`config.mk`:
```
export PLATFORM = sky130hd
export DESIGN_NAME = ctrl_unit_mc
export DESIGN_NICKNAME = d
export VERILOG_FILES = /design/src/rtl/ctrl_pkg.sv /design/src/rtl/ctrl_decode.sv /design/src/rtl/ctrl_unit_mc.sv
export SDC_FILE = /design/constraint.sdc
export NUM_CORES = 1
export LEC_CHECK = 0
export CORE_MARGIN = 2
export CORE_UTILIZATION = 49
export DETAILED_ROUTE_END_ITERATION = 12
export MAX_ROUTING_LAYER = met4
export PLACE_DENSITY = 0.87
export SETUP_SLACK_MARGIN = 0.4
export SYNTH_ARGS = -nofsm -noshare
export SYNTH_HDL_FRONTEND = slang
export SYNTH_HIERARCHICAL = 1
export SYNTH_SLANG_ARGS = --single-unit
export TNS_END_PERCENT = 20
```
`constraint.sdc`:
```
create_clock -name clk -period 4.1 [get_ports clk]
set_clock_uncertainty 0.1 [all_clocks]
set_input_delay 0.41 -clock clk [delete_from_list [all_inputs] [get_ports clk]]
set_output_delay 0.41 -clock clk [all_outputs]
set_load 0.01 [all_outputs]
```
`src/rtl/ctrl_pkg.sv`:
```
// Shared encodings and control-bundle types for the multi-cycle RV32IM control unit.
package ctrl_pkg;

    localparam logic [6:0] OP_R   = 7'b0110011;
    localparam logic [6:0] OP_I   = 7'b0010011;
    localparam logic [6:0] OP_LUI = 7'b0110111;
    localparam logic [6:0] OP_SYS = 7'b1110011;

    localparam logic [6:0] F7_BASE  = 7'b0000000;
    localparam logic [6:0] F7_ALT   = 7'b0100000;
    localparam logic [6:0] F7_M     = 7'b0000001;
    localparam logic [2:0] F3_CSRRW = 3'b001;

    typedef enum logic [3:0] {
        ALU_AND    = 4'd0,
        ALU_OR     = 4'd1,
        ALU_XOR    = 4'd2,
        ALU_ADD    = 4'd3,
        ALU_SUB    = 4'd4,
        ALU_MUL    = 4'd5,
        ALU_MULH   = 4'd6,
        ALU_MULHSU = 4'd7,
        ALU_SLL    = 4'd8,
        ALU_SRL    = 4'd9,
        ALU_SRA    = 4'd10,
        ALU_MULHU  = 4'd11,
        ALU_SLT    = 4'd12,
        ALU_SLTU   = 4'd13,
        ALU_DIV    = 4'd14,
        ALU_REM    = 4'd15
    } aluop_t;

    localparam logic [1:0] SRC_RS2   = 2'b00;
    localparam logic [1:0] SRC_IMM12 = 2'b01;
    localparam logic [1:0] SRC_IMM20 = 2'b10;

    localparam logic [1:0] SEL_NONE  = 2'b00;
    localparam logic [1:0] SEL_IMM20 = 2'b01;
    localparam logic [1:0] SEL_ALU   = 2'b10;
    localparam logic [1:0] SEL_GPIO  = 2'b11;

    typedef struct packed {
        logic [1:0] alusrc;
        aluop_t     aluop;
        logic [1:0] regsel;
        logic       regwrite;
        logic       gpio_we;
        logic       div_signed;
        logic       illegal;
    } ctrl_bundle_t;

    localparam ctrl_bundle_t BUBBLE = '{
        alusrc:     SRC_RS2,
        aluop:      ALU_AND,
        regsel:     SEL_NONE,
        regwrite:   1'b0,
        gpio_we:    1'b0,
        div_signed: 1'b0,
        illegal:    1'b0
    };

    typedef enum logic [1:0] {
        ST_IDLE     = 2'd0,
        ST_DIV_WAIT = 2'd1,
        ST_DIV_DONE = 2'd2
    } div_state_t;

endpackage

```
`src/rtl/ctrl_decode.sv`:
```
// Combinational instruction-field decoder producing the EX control bundle.
module ctrl_decode
    import ctrl_pkg::*;
#(
    parameter logic [11:0] CSR_GPIO_OUT = 12'hF00,
    parameter logic [11:0] CSR_GPIO_IN  = 12'hF02,
    parameter bit          ENABLE_M     = 1'b1
) (
    input  logic [6:0]   op,
    input  logic [2:0]   funct3,
    input  logic [6:0]   funct7,
    input  logic [11:0]  imm12,
    output ctrl_bundle_t ctrl_c,
    output logic         is_div_c
);

    logic legal;

    always_comb begin
        ctrl_c   = BUBBLE;
        is_div_c = 1'b0;
        legal    = 1'b1;
        case (op)
            OP_R: begin
                ctrl_c.alusrc   = SRC_RS2;
                ctrl_c.regsel   = SEL_ALU;
                ctrl_c.regwrite = 1'b1;
                case (funct7)
                    F7_BASE: begin
                        case (funct3)
                            3'b000:  ctrl_c.aluop = ALU_ADD;
                            3'b001:  ctrl_c.aluop = ALU_SLL;
                            3'b010:  ctrl_c.aluop = ALU_SLT;
                            3'b011:  ctrl_c.aluop = ALU_SLTU;
                            3'b100:  ctrl_c.aluop = ALU_XOR;
                            3'b101:  ctrl_c.aluop = ALU_SRL;
                            3'b110:  ctrl_c.aluop = ALU_OR;
                            default: ctrl_c.aluop = ALU_AND;
                        endcase
                    end
                    F7_ALT: begin
                        if (funct3 == 3'b000)      ctrl_c.aluop = ALU_SUB;
                        else if (funct3 == 3'b101) ctrl_c.aluop = ALU_SRA;
                        else                       legal = 1'b0;
                    end
                    F7_M: begin
                        if (ENABLE_M) begin
                            case (funct3)
                                3'b000:  ctrl_c.aluop = ALU_MUL;
                                3'b001:  ctrl_c.aluop = ALU_MULH;
                                3'b010:  ctrl_c.aluop = ALU_MULHSU;
                                3'b011:  ctrl_c.aluop = ALU_MULHU;
                                3'b100:  ctrl_c.aluop = ALU_DIV;
                                3'b101:  ctrl_c.aluop = ALU_DIV;
                                3'b110:  ctrl_c.aluop = ALU_REM;
                                default: ctrl_c.aluop = ALU_REM;
                            endcase
                            // funct3[2] marks the divider ops; funct3[0] marks the unsigned ones
                            is_div_c          = funct3[2];
                            ctrl_c.div_signed = funct3[2] & ~funct3[0];
                        end else begin
                            legal = 1'b0;
                        end
                    end
                    default: legal = 1'b0;
                endcase
            end
            OP_I: begin
                ctrl_c.alusrc   = SRC_IMM12;
                ctrl_c.regsel   = SEL_ALU;
                ctrl_c.regwrite = 1'b1;
                case (funct3)
                    3'b000: ctrl_c.aluop = ALU_ADD;
                    3'b001: ctrl_c.aluop = ALU_SLL;
                    3'b010: ctrl_c.aluop = ALU_SLT;
                    3'b011: ctrl_c.aluop = ALU_SLTU;
                    3'b100: ctrl_c.aluop = ALU_XOR;
                    3'b101: begin
                        if (imm12[11:5] == F7_BASE)     ctrl_c.aluop = ALU_SRL;
                        else if (imm12[11:5] == F7_ALT) ctrl_c.aluop = ALU_SRA;
                        else                            legal = 1'b0;
                    end
                    3'b110:  ctrl_c.aluop = ALU_OR;
                    default: ctrl_c.aluop = ALU_AND;
                endcase
            end
            OP_LUI: begin
                ctrl_c.alusrc   = SRC_IMM20;
                ctrl_c.regsel   = SEL_IMM20;
                ctrl_c.regwrite = 1'b1;
                ctrl_c.aluop    = ALU_AND;
            end
            OP_SYS: begin
                // CSRRW to an unmapped address is a legal no-op
                if (funct3 != F3_CSRRW) begin
                    legal = 1'b0;
                end else if (imm12 == CSR_GPIO_OUT) begin
                    ctrl_c.gpio_we = 1'b1;
                end else if (imm12 == CSR_GPIO_IN) begin
                    ctrl_c.regwrite = 1'b1;
                    ctrl_c.regsel   = SEL_GPIO;
                end
            end
            default: legal = 1'b0;
        endcase
        if (!legal) begin
            ctrl_c         = BUBBLE;
            ctrl_c.illegal = 1'b1;
            is_div_c       = 1'b0;
        end
    end

endmodule

```
`src/rtl/ctrl_unit_mc.sv`:
```
// Control unit top: EX control register plus the multi-cycle divide stall FSM.
module ctrl_unit_mc
    import ctrl_pkg::*;
#(
    parameter int unsigned DIV_LATENCY  = 34,
    parameter logic [11:0] CSR_GPIO_OUT = 12'hF00,
    parameter logic [11:0] CSR_GPIO_IN  = 12'hF02,
    parameter bit          ENABLE_M     = 1'b1
) (
    input  logic        clk,
    input  logic        rst,
    input  logic        instr_valid,
    input  logic        flush,
    input  logic [6:0]  op,
    input  logic [2:0]  funct3,
    input  logic [6:0]  funct7,
    input  logic [11:0] imm12,
    output logic [1:0]  alusrc_EX,
    output logic [3:0]  aluop_EX,
    output logic [1:0]  regsel_EX,
    output logic        regwrite_EX,
    output logic        GPIO_we,
    output logic        div_signed_EX,
    output logic        div_start,
    output logic        stall_FE,
    output logic        illegal_EX
);

    localparam int unsigned CNT_W    = (DIV_LATENCY > 2) ? $clog2(DIV_LATENCY) : 1;
    localparam logic [CNT_W-1:0] CNT_LOAD = CNT_W'(DIV_LATENCY - 2);

    div_state_t       state_q, state_d;
    logic [CNT_W-1:0] cnt_q, cnt_d;
    ctrl_bundle_t     ex_q, ex_d, dec_c;
    logic             is_div_c;
    logic             load_ex;
    logic             div_start_q, div_start_d;
    logic             stall_q, stall_d;

    ctrl_decode #(
        .CSR_GPIO_OUT (CSR_GPIO_OUT),
        .CSR_GPIO_IN  (CSR_GPIO_IN),
        .ENABLE_M     (ENABLE_M)
    ) u_decode (
        .op       (op),
        .funct3   (funct3),
        .funct7   (funct7),
        .imm12    (imm12),
        .ctrl_c   (dec_c),
        .is_div_c (is_div_c)
    );

    always_ff @(posedge clk) begin
        if (rst) begin
            state_q     <= ST_IDLE;
            cnt_q       <= '0;
            ex_q        <= BUBBLE;
            div_start_q <= 1'b0;
            stall_q     <= 1'b0;
        end else begin
            state_q     <= state_d;
            cnt_q       <= cnt_d;
            ex_q        <= ex_d;
            div_start_q <= div_start_d;
            stall_q     <= stall_d;
        end
    end

    // Next state, counter and EX bundle; DIV_DONE accepts the next instruction like IDLE
    always_comb begin
        state_d     = state_q;
        cnt_d       = cnt_q;
        ex_d        = ex_q;
        div_start_d = 1'b0;
        load_ex     = 1'b0;
        case (state_q)
            ST_IDLE:     load_ex = 1'b1;
            ST_DIV_DONE: load_ex = 1'b1;
            ST_DIV_WAIT: begin
                if (flush) begin
                    state_d = ST_IDLE;
                    ex_d    = BUBBLE;
                end else if (cnt_q == '0) begin
                    state_d       = ST_DIV_DONE;
                    ex_d.regwrite = 1'b1;
                end else begin
                    cnt_d = cnt_q - CNT_W'(1);
                end
            end
            default: begin
                state_d = ST_IDLE;
                ex_d    = BUBBLE;
            end
        endcase
        if (load_ex) begin
            state_d = ST_IDLE;
            if (flush || !instr_valid) begin
                ex_d = BUBBLE;
            end else begin
                ex_d = dec_c;
                if (is_div_c) begin
                    // Result write-back is deferred until the divider finishes
                    state_d       = ST_DIV_WAIT;
                    cnt_d         = CNT_LOAD;
                    div_start_d   = 1'b1;
                    ex_d.regwrite = 1'b0;
                end
            end
        end
        stall_d = (state_d == ST_DIV_WAIT);
    end

    assign alusrc_EX     = ex_q.alusrc;
    assign aluop_EX      = ex_q.aluop;
    assign regsel_EX     = ex_q.regsel;
    assign regwrite_EX   = ex_q.regwrite;
    assign GPIO_we       = ex_q.gpio_we;
    assign div_signed_EX = ex_q.div_signed;
    assign illegal_EX    = ex_q.illegal;
    assign div_start     = div_start_q;
    assign stall_FE      = stall_q;

endmodule

```
==> flow_metrics.tcl, run 1 <==
set metrics [dict create \
    swShare_pct 24.1 \
    drtAntennaViolNets 0 \
    core_sq_um 2780 \
    fp.dieW_microns 58.5 \
    status "finished clean" \
    remaining_drc_errors 0 \
    synth.largest_area_cell "dfxtp_1" \
    dr_total_vias 1581 \
    routed_via_density 6.18 \
    avgSynthCellArea_sq_um 7.96 \
    overflow 0 \
    hold_class "reg -> reg" \
    drive_gt1_share_pct 8.89 \
    grt_pass1_wl_microns 6510 \
    synthFlopType "dfxtp_1" \
    slew_viol_final 0 \
    p_switching_mw 0.0986 \
    start_kind "primary input" \
    area_growth_pct 35.2 \
    post_cts_resized 0 \
    synthTopCellsByArea "dfxtp_1, a22oi_1, nor2_1" \
    cts_root_buf "clkbuf_4" \
    rows 19 \
    final_common_cell "clkdlybuf4s50_1" \
    synth-compound-area-share_pct 24.2 \
    power_density_nw_per_um2 208 \
    async_flop_share_pct 0 \
    slew_headroom_pct 58.6 \
    drt_pre_antenna_iters 5 \
    power_mw 0.409 \
    drt_wl_total_microns 3860 \
    synth_top_area_share_pct 30.2 \
    comb_power_share_pct 18.4 \
    rsz0062_at_grt "no" \
    hold_path_depth 2 \
    cts_buffers 3 \
    postCtsSetupRepairBufs 0 \
    tritoncts "done" \
    worst-slew-pin-transition_ns 0.618 \
    hold_end "aluop_EX[3]" \
    yosysSeqAreaShare_pct 30.2 \
    diodes 0 \
    grt_start_max_net_pins 19 \
    crit_fanout 7 \
    endpoint_kind "register" \
    dp_hpwl_microns 3060 \
    post-route-worst-setup-slack_ns 1.62 \
    yosys.area_share.simple_pct 37.6 \
    period_needed_ns 2.48 \
    drt_iter0_drc 67 \
    r2r_cells 3 \
    p_leak_nw 0.748 \
    syn-num-nets 218 \
    crit_start "op[2]" \
    utilization_pct 70.8 \
    setup_viol 0 \
    pwr-share-seq_pct 52.5 \
    synth.distinct_cells 52 \
    htreeDepth 1 \
    pwr-share-clk_pct 29.2 \
    stdcell_count 256 \
    globalplace.congestion 0.895 \
    irDropWorstVdd_v 0.000258 \
    reg2reg_slack_ns 2.33 \
    yosysWarnings 6 \
    synthCells 183 \
    antenna_found_initial 0 \
    timing_hold_violations_final 0 \
    clkSinkCount 22 \
    first_global_vias 1470 \
    crit_arrival_ns 2.58 \
    die_area_sq_um 3420 \
    die_h_microns 58.5 \
    initial_core_util_pct 52.4 \
    cts.path.max_buffers 2 \
    routedWlPerCell_microns 15.1 \
    maxCapViolations 0 \
    mostFrequentLayoutCells "clkdlybuf4s50_1, dfxtp_1, nor2_1" \
    fmax_mhz 403 \
    seq_area_sq_um 440 \
    port_buffers 46 \
    worst-setup-path-type "in -> reg" \
    finalCritPeriodShare_pct 60.5 \
    synth_top_family_by_area "simple AND/OR/NAND/NOR gates" \
    nNetsFinal 261 \
    synth_edf_count 0 \
    clkSlewWorstSetupHoldPaths_ns 0.11 \
    cts_hold_buf 0 \
    setup_tns_ns 0 \
    clk_latency_ns 0.31 \
    p_int_mw 0.310 \
    synth_adder_area_share_pct 1.72 \
    multi_input_area_sq_um 956 \
    syn-cell-area_sq_um 1460 \
    synth_seq_cells 22 \
    muxShareOfSynthArea_pct 2.06 \
    rr_startpoint "cnt_q[2]" \
    hp-start "aluop_EX[3]" \
    io_pins 47 \
    placedCellCount 252 \
    track_usage_pct 25.1 \
    synth_xor_area_share_pct 0 \
    worstReg2RegEnd "cnt_q[5]" \
    critPathRequiredTime_ns 4.20 \
    fillerInstances 226 \
    place_ws_ns 1.31 \
]
==> synthesized netlist by cell type (2+ instances only) <==
cell,n
nor4_1,2
or4_4,2
nand3_1,7
a21oi_1,9
a21o_1,2
a22o_1,2
clkbuf_1,9
or4_1,2
nand2b_1,3
nor2b_1,11
dfxtp_1,22
nor2_1,21
a211oi_1,3
mux2i_1,3
nand2_1,15
o21ai_0,8
a22oi_1,12
nand4bb_1,2
ha_1,2
inv_1,6
nor3_1,7
nor3b_1,3
==> flip-flops by register name (all words and copies together), names as in the netlist <==
| register | count |
|---|---|
| GPIO_we | 1 |
| aluop_EX | 4 |
| alusrc_EX | 2 |
| cnt_q | 6 |
| div_signed_EX | 1 |
| div_start | 1 |
| illegal_EX | 1 |
| regsel_EX | 2 |
| regwrite_EX | 1 |
| stall_FE | 1 |
| state_q | 2 |
==> metrics by stage <==
stage	instance area (sq um)	hold slack (ns)
after global placement	1930	0.379
final	1970	0.416
after floorplan	1460	0.371
after CTS	1970	0.421
after detailed placement	1930	0.392
after global routing	1970	0.460
==> worst max-delay path by stage <==
| stage | to | slack [ns] | depth (start not counted) |
|---|---|---|---|
| 2_1_floorplan | regwrite_EX | 1.83 | 8 |
| 3_3_place_gp | regwrite_EX | 1.36 | 9 |
| 3_5_place_dp | regwrite_EX | 1.31 | 9 |
| 4_1_cts | regwrite_EX | 1.63 | 9 |
| 5_1_grt | regwrite_EX | 1.43 | 9 |
| 6_report | cnt_q[3] | 1.62 | 8 |
==> power by group through the flow <==
| stage | logic [mW] | clock network, mW | registers, mW |
|---|---|---|---|
| 2_1_floorplan | 0.0328 | 0 | 0.219 |
| 3_3_place_gp | 0.0714 | 0 | 0.219 |
| 3_5_place_dp | 0.0740 | 0 | 0.219 |
| 4_1_cts | 0.0741 | 0.120 | 0.214 |
| 5_1_grt | 0.0811 | 0.126 | 0.215 |
| 6_report | 0.0750 | 0.119 | 0.214 |
==> worst max-delay path, cell delays in order <==
cell and delay [ns]:
clkdlybuf4s50_1 0.46, and4bb_2 0.42, inv_1 0.08, nor2_1 0.27
and3_1 0.28, nand4bb_1 0.30, nand2_1 0.28, a21oi_1 0.07
==> cell type report <==
cell class,instances,share of cell area (%)
multi-input combinational,145,48.5
tap,31,1.97
timing repair buffer,48,24.1
inverter,6,1.14
sequential,22,22.4
clock buffer,4,1.84
==> cell families after synthesis <==
kind of cell / Yosys count
muxes: 3
DFF: 22
buffers and inverters: 16
adders and majority gates: 2
and+or+nand+nor: 92
AOI/OAI and AO/OA: 48
==> per-layer routing <==
metal  track usage (%)  routed length, microns  vias up
met1              29.7                    1620      752
met2              44.1                    1950       63
met3              4.84                     255        4
li1                  -                       -      762
met5                 -                       0        -
met4              4.98                      26        0
No activity file was read; power rests on OpenSTA's default activity.
==> run 2: changes to the inputs <==
CORE_UTILIZATION = 46   (was 49)
PLACE_DENSITY = 0.83   (was 0.87)
clock period = 2.35 ns   (was 4.1 ns; I/O delays follow)
==> run 2 against run 1 <==
  * Cell count grew 14%
  * Largest power group unchanged
  * Routed wire length grew 5.8%
  * Largest cell class unchanged
  * Critical path type unchanged
  * Sequential power grew 75%
  * Utilization grew 1.9 points
  * Critical endpoint is now regwrite_EX
  * Global-route usage grew 0.19 points
  * Critical path depth grew 1
==> flow_metrics.tcl, run 2 (synthesized netlist as in run 1, its figures left out) <==
set metrics [dict create \
    port_buffers 46 \
    hold_end "alusrc_EX[0]" \
    die_h_microns 60.3 \
    start_kind "primary input" \
    clkSlewWorstSetupHoldPaths_ns 0.12 \
    fmax_mhz 508 \
    core_sq_um 3030 \
    cts_hold_buf 0 \
    p_leak_nw 0.879 \
    slew_viol_final 0 \
    grt_start_max_net_pins 17 \
    mostFrequentLayoutCells "clkdlybuf4s50_1, buf_4, dfxtp_1" \
    maxCapViolations 0 \
    nNetsFinal 283 \
    setup_viol 0 \
    clk_latency_ns 0.31 \
    holdWs_ns 0.423 \
    diodes 0 \
    worst-slew-pin-transition_ns 0.419 \
    cp_cell_sequence "buf_2 -> or3_4 -> or4_4 -> a31oi_4 -> a2bb2o_4 -> nand3_2 -> nor2b_4 -> a21oi_2 -> nor3_2" \
    rr_startpoint "cnt_q[2]" \
    overflow 0 \
    initial_core_util_pct 48.1 \
    drive_gt1_share_pct 23.1 \
    crit_fanout 2 \
    timing_hold_violations_final 0 \
    drt_pre_antenna_iters 5 \
    final_common_cell "clkdlybuf4s50_1" \
    routed_via_density 5.67 \
    rsz0062_at_grt "yes" \
    hold_class "reg -> reg" \
    dp_hpwl_microns 3050 \
    drt_wl_total_microns 4080 \
    period_needed_ns 1.97 \
    hp-start "alusrc_EX[0]" \
    endpoint_kind "register" \
    grt_pass1_wl_microns 6900 \
    largest_register_ffs 6 \
    worst-setup-path-type "in -> reg" \
    die_area_sq_um 3630 \
    tritoncts "done" \
    critPathRequiredTime_ns 2.50 \
    utilization_pct 72.7 \
    drtAntennaViolNets 0 \
    io_pins 47 \
    fp.dieW_microns 60.3 \
    top_register "cnt_q" \
    cts_root_buf "clkbuf_4" \
    cts_buffers 3 \
    crit_arrival_ns 2.12 \
    cpLargestDelayFamily "simple AND/OR/NAND/NOR gates" \
    placedCellCount 285 \
    setup_tns_ns 0 \
    cp_slowest_stage_delay_ns 0.57 \
    drt_iter0_drc 91 \
    slew_headroom_pct 71.9 \
    htreeDepth 1 \
    worstReg2RegEnd "cnt_q[5]" \
    reg2reg_slack_ns 0.57 \
    rows 20 \
    cts.path.max_buffers 2 \
    first_global_vias 1556 \
    r2r_cells 3 \
    finalCritPeriodShare_pct 83.8 \
    track_usage_pct 25.3 \
    hold_path_depth 2 \
    antenna_found_initial 0 \
    status "finished clean" \
    routedWlPerCell_microns 14.0 \
    dr_total_vias 1649 \
    cpMaxStageDelayCell "or4_4" \
    globalplace.congestion 0.924 \
    clkSinkCount 22 \
    irDropWorstVdd_v 0.000284 \
    power_density_nw_per_um2 332 \
    remaining_drc_errors 0 \
    critPathBufInv 1 \
    stdcell_count 291 \
    area_growth_pct 51.1 \
]
[run 2: changes by cell type in the layout (fill, tap and decap cells not counted), sizes merged]
cell / change
clkdlybuf4s50: -7
buf: +25
dlygate4sd2: +4
[run 2: tightest hold or removal path, stage by stage, from the launching register on]
cell and delay (ns):
dfxtp_1 0.35, a22oi_1 0.07, nor2_1 0.08
[run 2: final cells by class]
class / count / area (sq um)
inverters: 6 / 22.5
fillers: 244 / 827
multi-input cells: 145 / 1030
flip-flops and latches: 22 / 440
repair buffers: 70 / 621
well taps: 44 / 55.1
clock buffers: 4 / 36.3
[run 2: worst max path at each step]
stage	cells past startpoint	end	start	slack, ns
after floorplan	8	regwrite_EX	imm12[5]	0.26
after global placement	9	regwrite_EX	imm12[8]	-0.22
after detailed placement	9	regwrite_EX	imm12[8]	-0.34
after CTS	9	regwrite_EX	imm12[6]	0.40
final	9	regwrite_EX	imm12[6]	0.38
after global routing	9	regwrite_EX	imm12[6]	0.33
[run 2: routing by layer]
metal  GRT usage, %  wire length, microns  up-vias
met2           41.0                  1950       67
li1               -                     -      812
met3           4.98                   212       10
met1           32.1                  1860      760
met4           6.35                    53        0
met5              -                     0        -
[run 2: metrics by stage]
step | power [mW] | area (sq um) | setup WS [ns]
finish | 0.731 | 2200 | 0.382
global route | 0.767 | 2200 | 0.333
CTS | 0.730 | 2170 | 0.400
detailed placement | 0.528 | 2100 | -0.337
global placement | 0.524 | 2100 | -0.219
floorplan | 0.440 | 1460 | 0.264
[run 2: power breakdown]
| group | leakage [nW] | internal, mW | total, mW | switching, mW |
|---|---|---|---|---|
| sequential | 0.177 | 0.374 | 0.374 | 0.000434 |
| clock | 0.0210 | 0.0947 | 0.210 | 0.116 |
| combinational | 0.681 | 0.0819 | 0.147 | 0.0648 |
[run 2: timing repair]
action	4_1_cts	5_1_grt
setup buffers	2	0
pin swaps	10	0
resized for setup	20	7
endpoints found under the setup margin	7	12
